<file path="src/rtl/openhmc_rf_master_pkg.sv">
// Shared types for the openHMC register-file master.
// Holds the access FSM state encoding used by the RTL and its debug port.
package openhmc_rf_master_pkg;

  typedef enum logic [1:0] {
    IDLE  = 2'd0,
    ISSUE = 2'd1,
    WAIT  = 2'd2,
    RESP  = 2'd3
  } rf_m_state_e;

endpackage

</file>
<file path="src/rtl/openhmc_rf_master_if.sv">
// Request/response and RF-port bundle for openhmc_rf_master.
// Handshakes: a transfer happens on any rising clk_hmc edge where valid && ready;
// valid never waits on ready, and payload stays stable while valid is high and ready is low.
interface openhmc_rf_master_if #(
  parameter int HMC_RF_AWIDTH = 4,
  parameter int HMC_RF_WWIDTH = 64,
  parameter int HMC_RF_RWIDTH = 64
);

  logic                     req_valid;
  logic                     req_ready;
  logic                     req_write;
  logic [HMC_RF_AWIDTH-1:0] req_addr;
  logic [HMC_RF_WWIDTH-1:0] req_wdata;

  logic                     rsp_valid;
  logic                     rsp_ready;
  logic [HMC_RF_RWIDTH-1:0] rsp_rdata;
  logic                     rsp_invalid;
  logic                     rsp_timeout;

  logic [HMC_RF_AWIDTH-1:0] rf_address;
  logic                     rf_read_en;
  logic                     rf_write_en;
  logic [HMC_RF_WWIDTH-1:0] rf_write_data;
  logic [HMC_RF_RWIDTH-1:0] rf_read_data;
  logic                     rf_invalid_address;
  logic                     rf_access_complete;

  modport master (
    input  req_valid, req_write, req_addr, req_wdata,
    output req_ready,
    output rsp_valid, rsp_rdata, rsp_invalid, rsp_timeout,
    input  rsp_ready,
    output rf_address, rf_read_en, rf_write_en, rf_write_data,
    input  rf_read_data, rf_invalid_address, rf_access_complete
  );

  modport slave (
    output req_valid, req_write, req_addr, req_wdata,
    input  req_ready,
    input  rsp_valid, rsp_rdata, rsp_invalid, rsp_timeout,
    output rsp_ready,
    input  rf_address, rf_read_en, rf_write_en, rf_write_data,
    output rf_read_data, rf_invalid_address, rf_access_complete
  );

endinterface

</file>
<file path="src/rtl/openhmc_rf_master.sv">
// Single-outstanding register-file initiator: one request in, one RF strobe out,
// wait for completion or timeout, then hold the response until it is consumed.
module openhmc_rf_master
  import openhmc_rf_master_pkg::*;
#(
  parameter int HMC_RF_AWIDTH  = 4,
  parameter int HMC_RF_WWIDTH  = 64,
  parameter int HMC_RF_RWIDTH  = 64,
  parameter int TIMEOUT_CYCLES = 256
) (
  input  logic                 clk_hmc,
  input  logic                 res_n_hmc,
  openhmc_rf_master_if.master  bus,
  output logic                 stray_complete,
  output rf_m_state_e          state_dbg
);

  localparam int CNT_W = (TIMEOUT_CYCLES > 1) ? $clog2(TIMEOUT_CYCLES) : 1;
  localparam logic [CNT_W-1:0] CNT_LAST = CNT_W'(TIMEOUT_CYCLES - 1);

  rf_m_state_e              state_q, state_d;
  logic                     op_write_q;
  logic [CNT_W-1:0]         cnt_q;
  logic [HMC_RF_AWIDTH-1:0] addr_q;
  logic [HMC_RF_WWIDTH-1:0] wdata_q;
  logic [HMC_RF_RWIDTH-1:0] rdata_q;
  logic                     invalid_q;
  logic                     timeout_q;
  logic                     stray_q;
  logic                     timeout_hit;

  assign timeout_hit = (cnt_q == CNT_LAST);

  always_ff @(posedge clk_hmc or negedge res_n_hmc) begin
    if (!res_n_hmc) state_q <= IDLE;
    else            state_q <= state_d;
  end

  always_comb begin
    state_d = state_q;
    unique case (state_q)
      IDLE:    if (bus.req_valid) state_d = ISSUE;
      ISSUE:   state_d = WAIT;
      // A completion landing on the last counted cycle still wins over the timeout.
      WAIT:    if (bus.rf_access_complete || timeout_hit) state_d = RESP;
      RESP:    if (bus.rsp_ready) state_d = IDLE;
      default: state_d = IDLE;
    endcase
  end

  always_ff @(posedge clk_hmc or negedge res_n_hmc) begin
    if (!res_n_hmc) begin
      op_write_q <= 1'b0;
      cnt_q      <= '0;
      addr_q     <= '0;
      wdata_q    <= '0;
      rdata_q    <= '0;
      invalid_q  <= 1'b0;
      timeout_q  <= 1'b0;
      stray_q    <= 1'b0;
    end else begin
      stray_q <= bus.rf_access_complete && (state_q != WAIT);
      unique case (state_q)
        IDLE: begin
          if (bus.req_valid) begin
            op_write_q <= bus.req_write;
            addr_q     <= bus.req_addr;
            wdata_q    <= bus.req_wdata;
          end
        end
        ISSUE: cnt_q <= '0;
        WAIT: begin
          if (bus.rf_access_complete) begin
            rdata_q   <= (!op_write_q && !bus.rf_invalid_address) ? bus.rf_read_data : '0;
            invalid_q <= bus.rf_invalid_address;
          end else if (timeout_hit) begin
            rdata_q   <= '0;
            invalid_q <= 1'b0;
            timeout_q <= 1'b1;
          end else begin
            // Stops at CNT_LAST because that value always leaves WAIT.
            cnt_q <= cnt_q + CNT_W'(1);
          end
        end
        RESP: begin
          if (bus.rsp_ready) begin
            rdata_q   <= '0;
            invalid_q <= 1'b0;
            timeout_q <= 1'b0;
          end
        end
        default: ;
      endcase
    end
  end

  // Strobes and handshake flags decode from state so reset removes them at once.
  assign bus.req_ready     = (state_q == IDLE);
  assign bus.rsp_valid     = (state_q == RESP);
  assign bus.rf_read_en    = (state_q == ISSUE) && !op_write_q;
  assign bus.rf_write_en   = (state_q == ISSUE) &&  op_write_q;
  assign bus.rf_address    = addr_q;
  assign bus.rf_write_data = wdata_q;
  assign bus.rsp_rdata     = rdata_q;
  assign bus.rsp_invalid   = invalid_q;
  assign bus.rsp_timeout   = timeout_q;
  assign stray_complete    = stray_q;
  assign state_dbg         = state_q;

endmodule

</file>
<file path="src/flat_wrapper.sv">
// flat-port wrapper written by rule: the top's interface ports become plain ports
module openhmc_rf_master_flat import openhmc_rf_master_pkg::*;
#(
  parameter int HMC_RF_AWIDTH  = 4,
  parameter int HMC_RF_WWIDTH  = 64,
  parameter int HMC_RF_RWIDTH  = 64,
  parameter int TIMEOUT_CYCLES = 256
)
  (clk_hmc, res_n_hmc, stray_complete, state_dbg, bus_req_valid, bus_req_write, bus_req_addr, bus_req_wdata, bus_req_ready, bus_rsp_valid, bus_rsp_rdata, bus_rsp_invalid, bus_rsp_timeout, bus_rsp_ready, bus_rf_address, bus_rf_read_en, bus_rf_write_en, bus_rf_write_data, bus_rf_read_data, bus_rf_invalid_address, bus_rf_access_complete);
  openhmc_rf_master_if #(.HMC_RF_AWIDTH(HMC_RF_AWIDTH), .HMC_RF_WWIDTH(HMC_RF_WWIDTH), .HMC_RF_RWIDTH(HMC_RF_RWIDTH)) bus_i ();
  input  logic clk_hmc;
  input  logic res_n_hmc;
  output logic stray_complete;
  output rf_m_state_e state_dbg;
  input wire logic [$bits(bus_i.req_valid)-1:0] bus_req_valid;
  input wire logic [$bits(bus_i.req_write)-1:0] bus_req_write;
  input wire logic [$bits(bus_i.req_addr)-1:0] bus_req_addr;
  input wire logic [$bits(bus_i.req_wdata)-1:0] bus_req_wdata;
  output wire logic [$bits(bus_i.req_ready)-1:0] bus_req_ready;
  output wire logic [$bits(bus_i.rsp_valid)-1:0] bus_rsp_valid;
  output wire logic [$bits(bus_i.rsp_rdata)-1:0] bus_rsp_rdata;
  output wire logic [$bits(bus_i.rsp_invalid)-1:0] bus_rsp_invalid;
  output wire logic [$bits(bus_i.rsp_timeout)-1:0] bus_rsp_timeout;
  input wire logic [$bits(bus_i.rsp_ready)-1:0] bus_rsp_ready;
  output wire logic [$bits(bus_i.rf_address)-1:0] bus_rf_address;
  output wire logic [$bits(bus_i.rf_read_en)-1:0] bus_rf_read_en;
  output wire logic [$bits(bus_i.rf_write_en)-1:0] bus_rf_write_en;
  output wire logic [$bits(bus_i.rf_write_data)-1:0] bus_rf_write_data;
  input wire logic [$bits(bus_i.rf_read_data)-1:0] bus_rf_read_data;
  input wire logic [$bits(bus_i.rf_invalid_address)-1:0] bus_rf_invalid_address;
  input wire logic [$bits(bus_i.rf_access_complete)-1:0] bus_rf_access_complete;
  assign bus_i.req_valid = bus_req_valid;
  assign bus_i.req_write = bus_req_write;
  assign bus_i.req_addr = bus_req_addr;
  assign bus_i.req_wdata = bus_req_wdata;
  assign bus_req_ready = bus_i.req_ready;
  assign bus_rsp_valid = bus_i.rsp_valid;
  assign bus_rsp_rdata = bus_i.rsp_rdata;
  assign bus_rsp_invalid = bus_i.rsp_invalid;
  assign bus_rsp_timeout = bus_i.rsp_timeout;
  assign bus_i.rsp_ready = bus_rsp_ready;
  assign bus_rf_address = bus_i.rf_address;
  assign bus_rf_read_en = bus_i.rf_read_en;
  assign bus_rf_write_en = bus_i.rf_write_en;
  assign bus_rf_write_data = bus_i.rf_write_data;
  assign bus_i.rf_read_data = bus_rf_read_data;
  assign bus_i.rf_invalid_address = bus_rf_invalid_address;
  assign bus_i.rf_access_complete = bus_rf_access_complete;
  openhmc_rf_master #(.HMC_RF_AWIDTH(HMC_RF_AWIDTH), .HMC_RF_WWIDTH(HMC_RF_WWIDTH), .HMC_RF_RWIDTH(HMC_RF_RWIDTH), .TIMEOUT_CYCLES(TIMEOUT_CYCLES)) u_core (.clk_hmc(clk_hmc), .res_n_hmc(res_n_hmc), .bus(bus_i), .stray_complete(stray_complete), .state_dbg(state_dbg));
endmodule
</file>
<file path="config.mk">
export PLATFORM = sky130hd
export DESIGN_NAME = openhmc_rf_master_flat
export DESIGN_NICKNAME = d
export VERILOG_FILES = /design/src/rtl/openhmc_rf_master_pkg.sv /design/src/rtl/openhmc_rf_master_if.sv /design/src/rtl/openhmc_rf_master.sv /design/src/flat_wrapper.sv
export SDC_FILE = /design/constraint.sdc
export NUM_CORES = 1
export LEC_CHECK = 0
export CAP_MARGIN = 10
export CORE_MARGIN = 2
export CORE_UTILIZATION = 45
export CTS_CLUSTER_SIZE = 8
export DETAILED_ROUTE_END_ITERATION = 10
export PLACE_DENSITY = 0.82
export SYNTH_ARGS = -nofsm -noshare
export SYNTH_HDL_FRONTEND = slang
export SYNTH_SLANG_ARGS = --single-unit
</file>
<file path="constraint.sdc">
create_clock -name clk_hmc -period 2.6 [get_ports clk_hmc]
set_input_delay 0.52 -clock clk_hmc [delete_from_list [all_inputs] [get_ports clk_hmc]]
set_output_delay 0.52 -clock clk_hmc [all_outputs]
set_load 0.01 [all_outputs]
</file>
==> results of run 1 <==
[path summary, 6_finish.rpt]
check / end / slack (ns) / cells after the start
max: bus_req_ready / 0.23 / 3
min reg2reg: u_core.bus.rf_write_data[61] / 0.49 / 1
max in group asynchronous: u_core.bus.rsp_rdata[8] / 1.72 / 2
min: u_core.bus.rsp_rdata[60] / 0.11 / 1
max reg2reg: u_core.bus.rsp_rdata[48] / 0.36 / 6
min in group clk_hmc: u_core.bus.rf_write_data[61] / 0.49 / 1
[cell usage after synthesis (2+ instances only)]
library cell / instances / area, µm²
buf_4: 2 / 15.0
ha_1: 5 / 62.6
buf_2: 17 / 85.1
nand4_1: 3 / 18.8
mux2_1: 10 / 113
inv_1: 2 / 7.51
buf_6: 2 / 22.5
and3_1: 3 / 18.8
nand2b_1: 4 / 25.0
a21oi_1: 2 / 10.0
buf_8: 6 / 90.1
a32o_1: 65 / 651
nand3_1: 4 / 20.0
o211ai_1: 4 / 30.0
dfrtp_1: 146 / 3650
clkbuf_1: 9 / 33.8
a21o_1: 67 / 503
nand2_1: 11 / 41.3
mux2i_1: 7 / 70.1
mux2_2: 59 / 664
nor2b_1: 3 / 18.8
[stage by stage]
| step | utilization [%] | hold WS, ns |
|---|---|---|
| CTS | 70.7 | 0.126 |
| detailed placement | 66.8 | 0.483 |
| global route | 70.7 | 0.158 |
| global placement | 66.8 | 0.475 |
| finish | 70.7 | 0.112 |
| floorplan | - | 0.224 |
[power groups by stage]
stage | Sequential, mW | Combinational (mW) | Clock, mW
2_1_floorplan | 3.96 | 1.88 | 0
3_3_place_gp | 3.60 | 4.52 | 0
3_5_place_dp | 3.66 | 4.64 | 0
4_1_cts | 3.63 | 4.67 | 2.32
5_1_grt | 3.73 | 4.93 | 2.43
6_report | 3.63 | 4.63 | 2.28
[worst register-to-register path: stages, from the launching register on]
cell and delay (ns):
dfrtp_1 0.43, inv_1 0.11, ha_1 0.33, mux2i_4 0.73, buf_12 0.31, a32o_1 0.18, a21o_1 0.09
[sequential cells by signal, summed over array words and instances, names as in the netlist]
name                      cells
u_core.bus.rsp_invalid        1
u_core.bus.rf_address         4
u_core.op_write_q             1
u_core.bus.rsp_rdata         64
u_core.state_dbg              2
u_core.stray_complete         1
u_core.bus.rf_write_data     64
u_core.cnt_q                  8
u_core.bus.rsp_timeout        1
[per-layer routing]
metal	wire [µm]	GRT usage [%]	vias to the layer above
li1	-	-	2275
met1	6780	27.1	2494
met2	8760	39.6	224
met3	1820	10.3	33
met4	411	9.55	0
met5	0	0	-
[logic make-up (layout without fill, tap and decap cells)]
family,Yosys count,in the layout
flip-flops,146,146
AO/OA/AOI/OAI,144,144
multiplexers,76,76
buffers and inverters,39,324
AND/OR/NAND/NOR,37,37
adder cells (fa/ha/maj),5,5
[final cells by class]
cell class                      instances  area [µm²]
Clock buffer                           24         452
Clock inverter                          7        85.1
Fill cell                             979        4030
Inverter                                3        11.3
Multi-Input combinational cell        262        2390
Sequential cell                       146        3650
Tap cell                              180         225
Timing Repair Buffer                  290        2930
==> impl_results.md, run 1 <==
* Status: completed
* Area grow syn2layout at 55.2%
* Register area share after synthesis at between 50% and 60%
* DRC viols at 0
* Synth Area in Adders at 0.997%
* CTS resizes at 0
* Net Sw Power at 3.42 mW
* Clock power frac at between 20% and 30%
* Comb pwr share at 43.9%
* Setup ws final at 0.229 ns
* Most common cell after layout, fill and taps aside: clkdlybuf4s50_1
* First-pass detailed-route iteration total at 4
* Top FF cell, synth: dfrtp_1
* Grt total ovfl at 0
* Initial antenna violation count at 0
* EDFF count, synth at 0
* Die width at 122 µm
* Max Fclk at between 400 and 500 MHz
* Overall Power at ~11 mW
* Fin nets at 864
* Worst endpoint required time at 2.08 ns
* Power per cell area at 1080 mW/mm²
* Syn_nets at 591
* Lkg Pwr at around 4.6 nW
* First-pass GRT wire length at 27200 µm
* Total number of vias at between 5000 and 6000
* Final setup violation count at 0
* CTS Hold Bufs at 0
* Final std cells w/o fill at between 900 and 1000
* DP Worst Slack at 0.268 ns
* Slew headroom at between 40 and 50%
* RSZ-0062 raised after global routing: false
* Post-DP Area at 0.00920 mm²
* Largest family of logic cells by synthesized area: compound AO/OA/AOI/OAI gates
* Share of cells above drive strength 1 at 13.7%
* Placed cells at 881
* Internal cell power at 7.12 mW
* Clk buf depth at 2
* Worst IR drop on VDD at 0.714 mV
* Number of global-route vias before repair at 5234
* Antenna viol nets, final at 0
* Initial Util at 45.6%
* Switching Fraction at 32.4%
* Clk_skew at 0.00538 ns
* Critical path startpoint category: flip-flop
* Clk Latency, worst-skew pair at 0.42 ns
* Library cells used by synthesis at 37
* Hold Path Class: primary input to asynchronous set/reset pin
* CTS tree: built
* Largest net degree at the start of global routing at 71
* Fin. Hold Viols at 0
* Antenna cells at 0
* Iteration-0 DRC Markers at 310
* Max stage delay on crit path at 0.62 ns
* GRT Util Overall at between 20% and 30%
* Port buffer count at 279
* Postcts setup bufs at 0
* Synth warnings at 0
* Worst setup path start: u_core.state_dbg[0]
* Worst-Margin Slew at just under 0.9 ns
* Vias per inst at about 5.5
* Async set or reset register ratio after synthesis at 100%
* Max-slew violation count at 0
* Final std cell area, no fill at between 0.009 and 0.01 mm²
* Total wire length at about 18000 µm
* Die H at 122 µm
* Clock-pin slew on the worst setup and hold paths at 0.06 ns
* Final sum of negative setup slack at 0 ns
* Crit Path Class: flip-flop to primary output
* Root Buffer: clkbuf_16
* Fin crit share at 91.2%
* Post-synthesis simple-gate area fraction at 3.47%
* CTS Buf Count at 17
* CP max stage cell: clkdlybuf4s50_1
* Routability cong. at 0.805
* Core Rows at 43
* Synth Instances at about 450
* Post-DP HPWL at 12600 µm
* Num ports at 280
* Reg2Reg Launch Point: u_core.state_dbg[0]
* WL/cell at between 15 and 20 µm
* Synth Area in Compound Gates at 19.7%
* Worst Setup End Kind: primary output
* Seq cells post-synth at 146
* Synth Area in XOR/XNOR at 0%
* Max Cap Viol at 0
* CTS Sinks at about 150
* Crit-path cells: inv_1 -> ha_1 -> clkdlybuf4s50_1
* H-tree depth at 4
* Most frequent cells in the layout: clkdlybuf4s50_1 (278), dfrtp_1 (146), a21o_1 (67), a32o_1 (65), mux2_2 (59)
* Crit path max-delay family: buffers and inverters
* Buf/Inv on CP at 2
* Fin crit period at 2.37 ns
* Crit path max fanout at 5
* Crit path arrival time at approximately 1.9 ns
* Post-synthesis mux area share at 13.5%
* Die area at 0.0149 mm²
* Core box area at roughly 0.014 mm²
* Seq pwr share at between 30% and 40%
* Synth Cell Area at between 0.006 and 0.007 mm²
* Syn avg cell area at 14.0 µm²
Power figures use the tool's default switching activity.
==> inputs of run 2 (changes only) <==
CORE_UTILIZATION = 42   (was 45)
PLACE_DENSITY = 0.77   (was 0.82)
clock period = 2.25 ns   (was 2.6 ns; I/O delays follow)
==> run 2 against run 1 <==
- the run now ends with hold timing left
- flip-flop and latch count unchanged
- combinational power up 16%
- total power up 18%
- routed wire length down 1.3%
- largest power group unchanged
==> impl_results.md, run 2 (same netlist as run 1, synthesis figures left out) <==
* Worst-Margin Slew at 0.700 ns
* RSZ-0062 raised after global routing: false
* Multi-input logic area at around 0.0024 mm²
* Clock-pin slew on the worst setup and hold paths at approximately 0.06 ns
* Worst IR drop on VDD at 0.872 mV
* WL/cell at 19.2 µm
* Final sum of negative setup slack at 0 ns
* Total wire length at 17500 µm
* Most frequent cells in the layout: clkdlybuf4s50_1 (275), dfrtp_1 (146), a21o_1 (67), a32o_1 (65), mux2_2 (59)
* Clk buf depth at 2
* Met3 Usage GRT at 9.56%
* Worst Setup End Kind: primary output
* H-tree depth at 4
* Overall Power at 12.4 mW
* DRC viols at 0
* Critical path startpoint category: flip-flop
* Die area at 0.0159 mm²
* First-pass detailed-route iteration total at 5
* Routability cong. at 0.772
* Clk_skew at 0.00777 ns
* CP max stage cell: clkdlybuf4s50_1
* Fillers at 1019
* CTS Sinks at 146
* Fin. Hold Viols at 1
* Crit path max fanout at 6
* Crit Path Class: flip-flop to primary output
* Max-slew violation count at 0
* Crit-path cells: ha_2 -> clkdlybuf4s50_1
* Global-route met2 utilization at a little under two fifths
* Fin crit share at 94.9%
* Sequential Area at 0.00365 mm²
* Gr busiest metal: met2
* Crit path max-delay family: buffers and inverters
* First-pass GRT wire length at approximately 27000 µm
* Core box area at 0.0146 mm²
* Root Buffer: clkbuf_16
* Antenna cells at 0
* Power per cell area at about 1300 mW/mm²
* Max Cap Viol at 0
* Number of global-route vias before repair at 5152
* Postcts setup bufs at 0
* Die width at 126 µm
* Core Rows at 44
* Status: complete, but fails checks
* CTS Hold Bufs at 0
* Crit path arrival time at 1.69 ns
* Fin crit period at 2.14 ns
* Violated checks: hold timing
* CTS tree: built
* Grt total ovfl at 0
* Antenna viol nets, final at 0
* Max Fclk at about 470 MHz
* Vias per inst at 5.52
* R2R cell count at 6
* Fin nets at 863
* Setup ws final at 0.114 ns
* Num ports at 280
* Iteration-0 DRC Markers at 283
* Slew headroom at between 50% and 60%
* Initial antenna violation count at 0
* Post-DP HPWL at 12400 µm
* Post-Route Utilization at ~67%
* Fin Hold WS at -0.000420 ns
* Area grow syn2layout at 56.7%
* Lkg Pwr at between 4 and 5 nW
* GRT Util Overall at 21.8%
* Hold Path Class: primary input to asynchronous set/reset pin
* Most common cell after layout, fill and taps aside: clkdlybuf4s50_1
* DP Worst Slack at between 0.2 and 0.25 ns
* Met1 Usage GRT at approximately 25%
* Max stage delay on crit path at 0.56 ns
* Die H at 126 µm
* Total number of vias at 5050
* Worst endpoint required time at 1.80 ns
* Clk Latency, worst-skew pair at 0.41 ns
* Port buffer count at 279
* CTS Buf Count at 17
* Initial Util at 43.0%
* Final setup violation count at 0
* Share of cells above drive strength 1 at around 14%
* Largest net degree at the start of global routing at 66
* Buf/Inv on CP at 1
* Stages on the worst setup path at 2
-- run 2: cell count changes in the layout (fill, tap and decap cells not counted) --
cell and change:
ha_2 +1, clkdlybuf4s50_1 -3, buf_4 -4, dlygate4sd2_1 +3, clkinv_2 -1, bufinv_16 +1
clkinvlp_4 +2, ha_1 -1, buf_12 +3, clkbuf_1 -5, clkinv_4 +1, clkbuf_8 +2
-- run 2: final timing paths --
path                       slack [ns]                           end                          from
max in group asynchronous        1.59  u_core.bus.rf_write_data[28]                     res_n_hmc
hold reg to reg                  0.49  u_core.bus.rf_write_data[56]  u_core.bus.rf_write_data[56]
min in group clk_hmc             0.49  u_core.bus.rf_write_data[56]  u_core.bus.rf_write_data[56]
hold / removal                -0.0004      u_core.bus.rsp_rdata[59]                     res_n_hmc
setup reg to reg                 0.25      u_core.bus.rsp_rdata[32]           u_core.state_dbg[0]
setup / recovery                 0.11                 bus_rsp_valid           u_core.state_dbg[0]
-- run 2: per-layer routing --
layer	routed length, µm	part of all wire, %	up-vias
met4	303	1.7	0
li1	-	-	2263
met1	6610	38	2518
met5	0	0	-
met3	1720	9.8	24
met2	8890	51	245
-- run 2: layout make-up --
| class | instances | share of cell area [%] |
|---|---|---|
| multi-input combinational | 262 | 24.3 |
| clock inverter | 10 | 1.36 |
| clock buffer | 21 | 4.68 |
| timing repair buffer | 289 | 30.0 |
| sequential | 146 | 37.2 |
| tap | 184 | 2.34 |
| inverter | 3 | 0.115 |
-- run 2: per-stage QoR --
stage	std cells	hold WS, ns	area [µm²]
floorplan	447	0.154	6280
global placement	884	0.455	9240
detailed placement	884	0.463	9240
CTS	915	0.0146	9830
global route	915	0.0335	9830
finish	915	-0.000420	9830
-- run 2: where the power goes --
group	total [mW]	internal, mW	switching (mW)
clock	2.84	1.79	1.05
sequential	4.18	3.59	0.597
combinational	5.36	3.04	2.32
total	12.4	8.41	3.97
-- run 2: timing repair --
item                       4_1_cts  5_1_grt
setup endpoints to repair        3        1
hold endpoints to repair         0        0
resized for setup                3        1
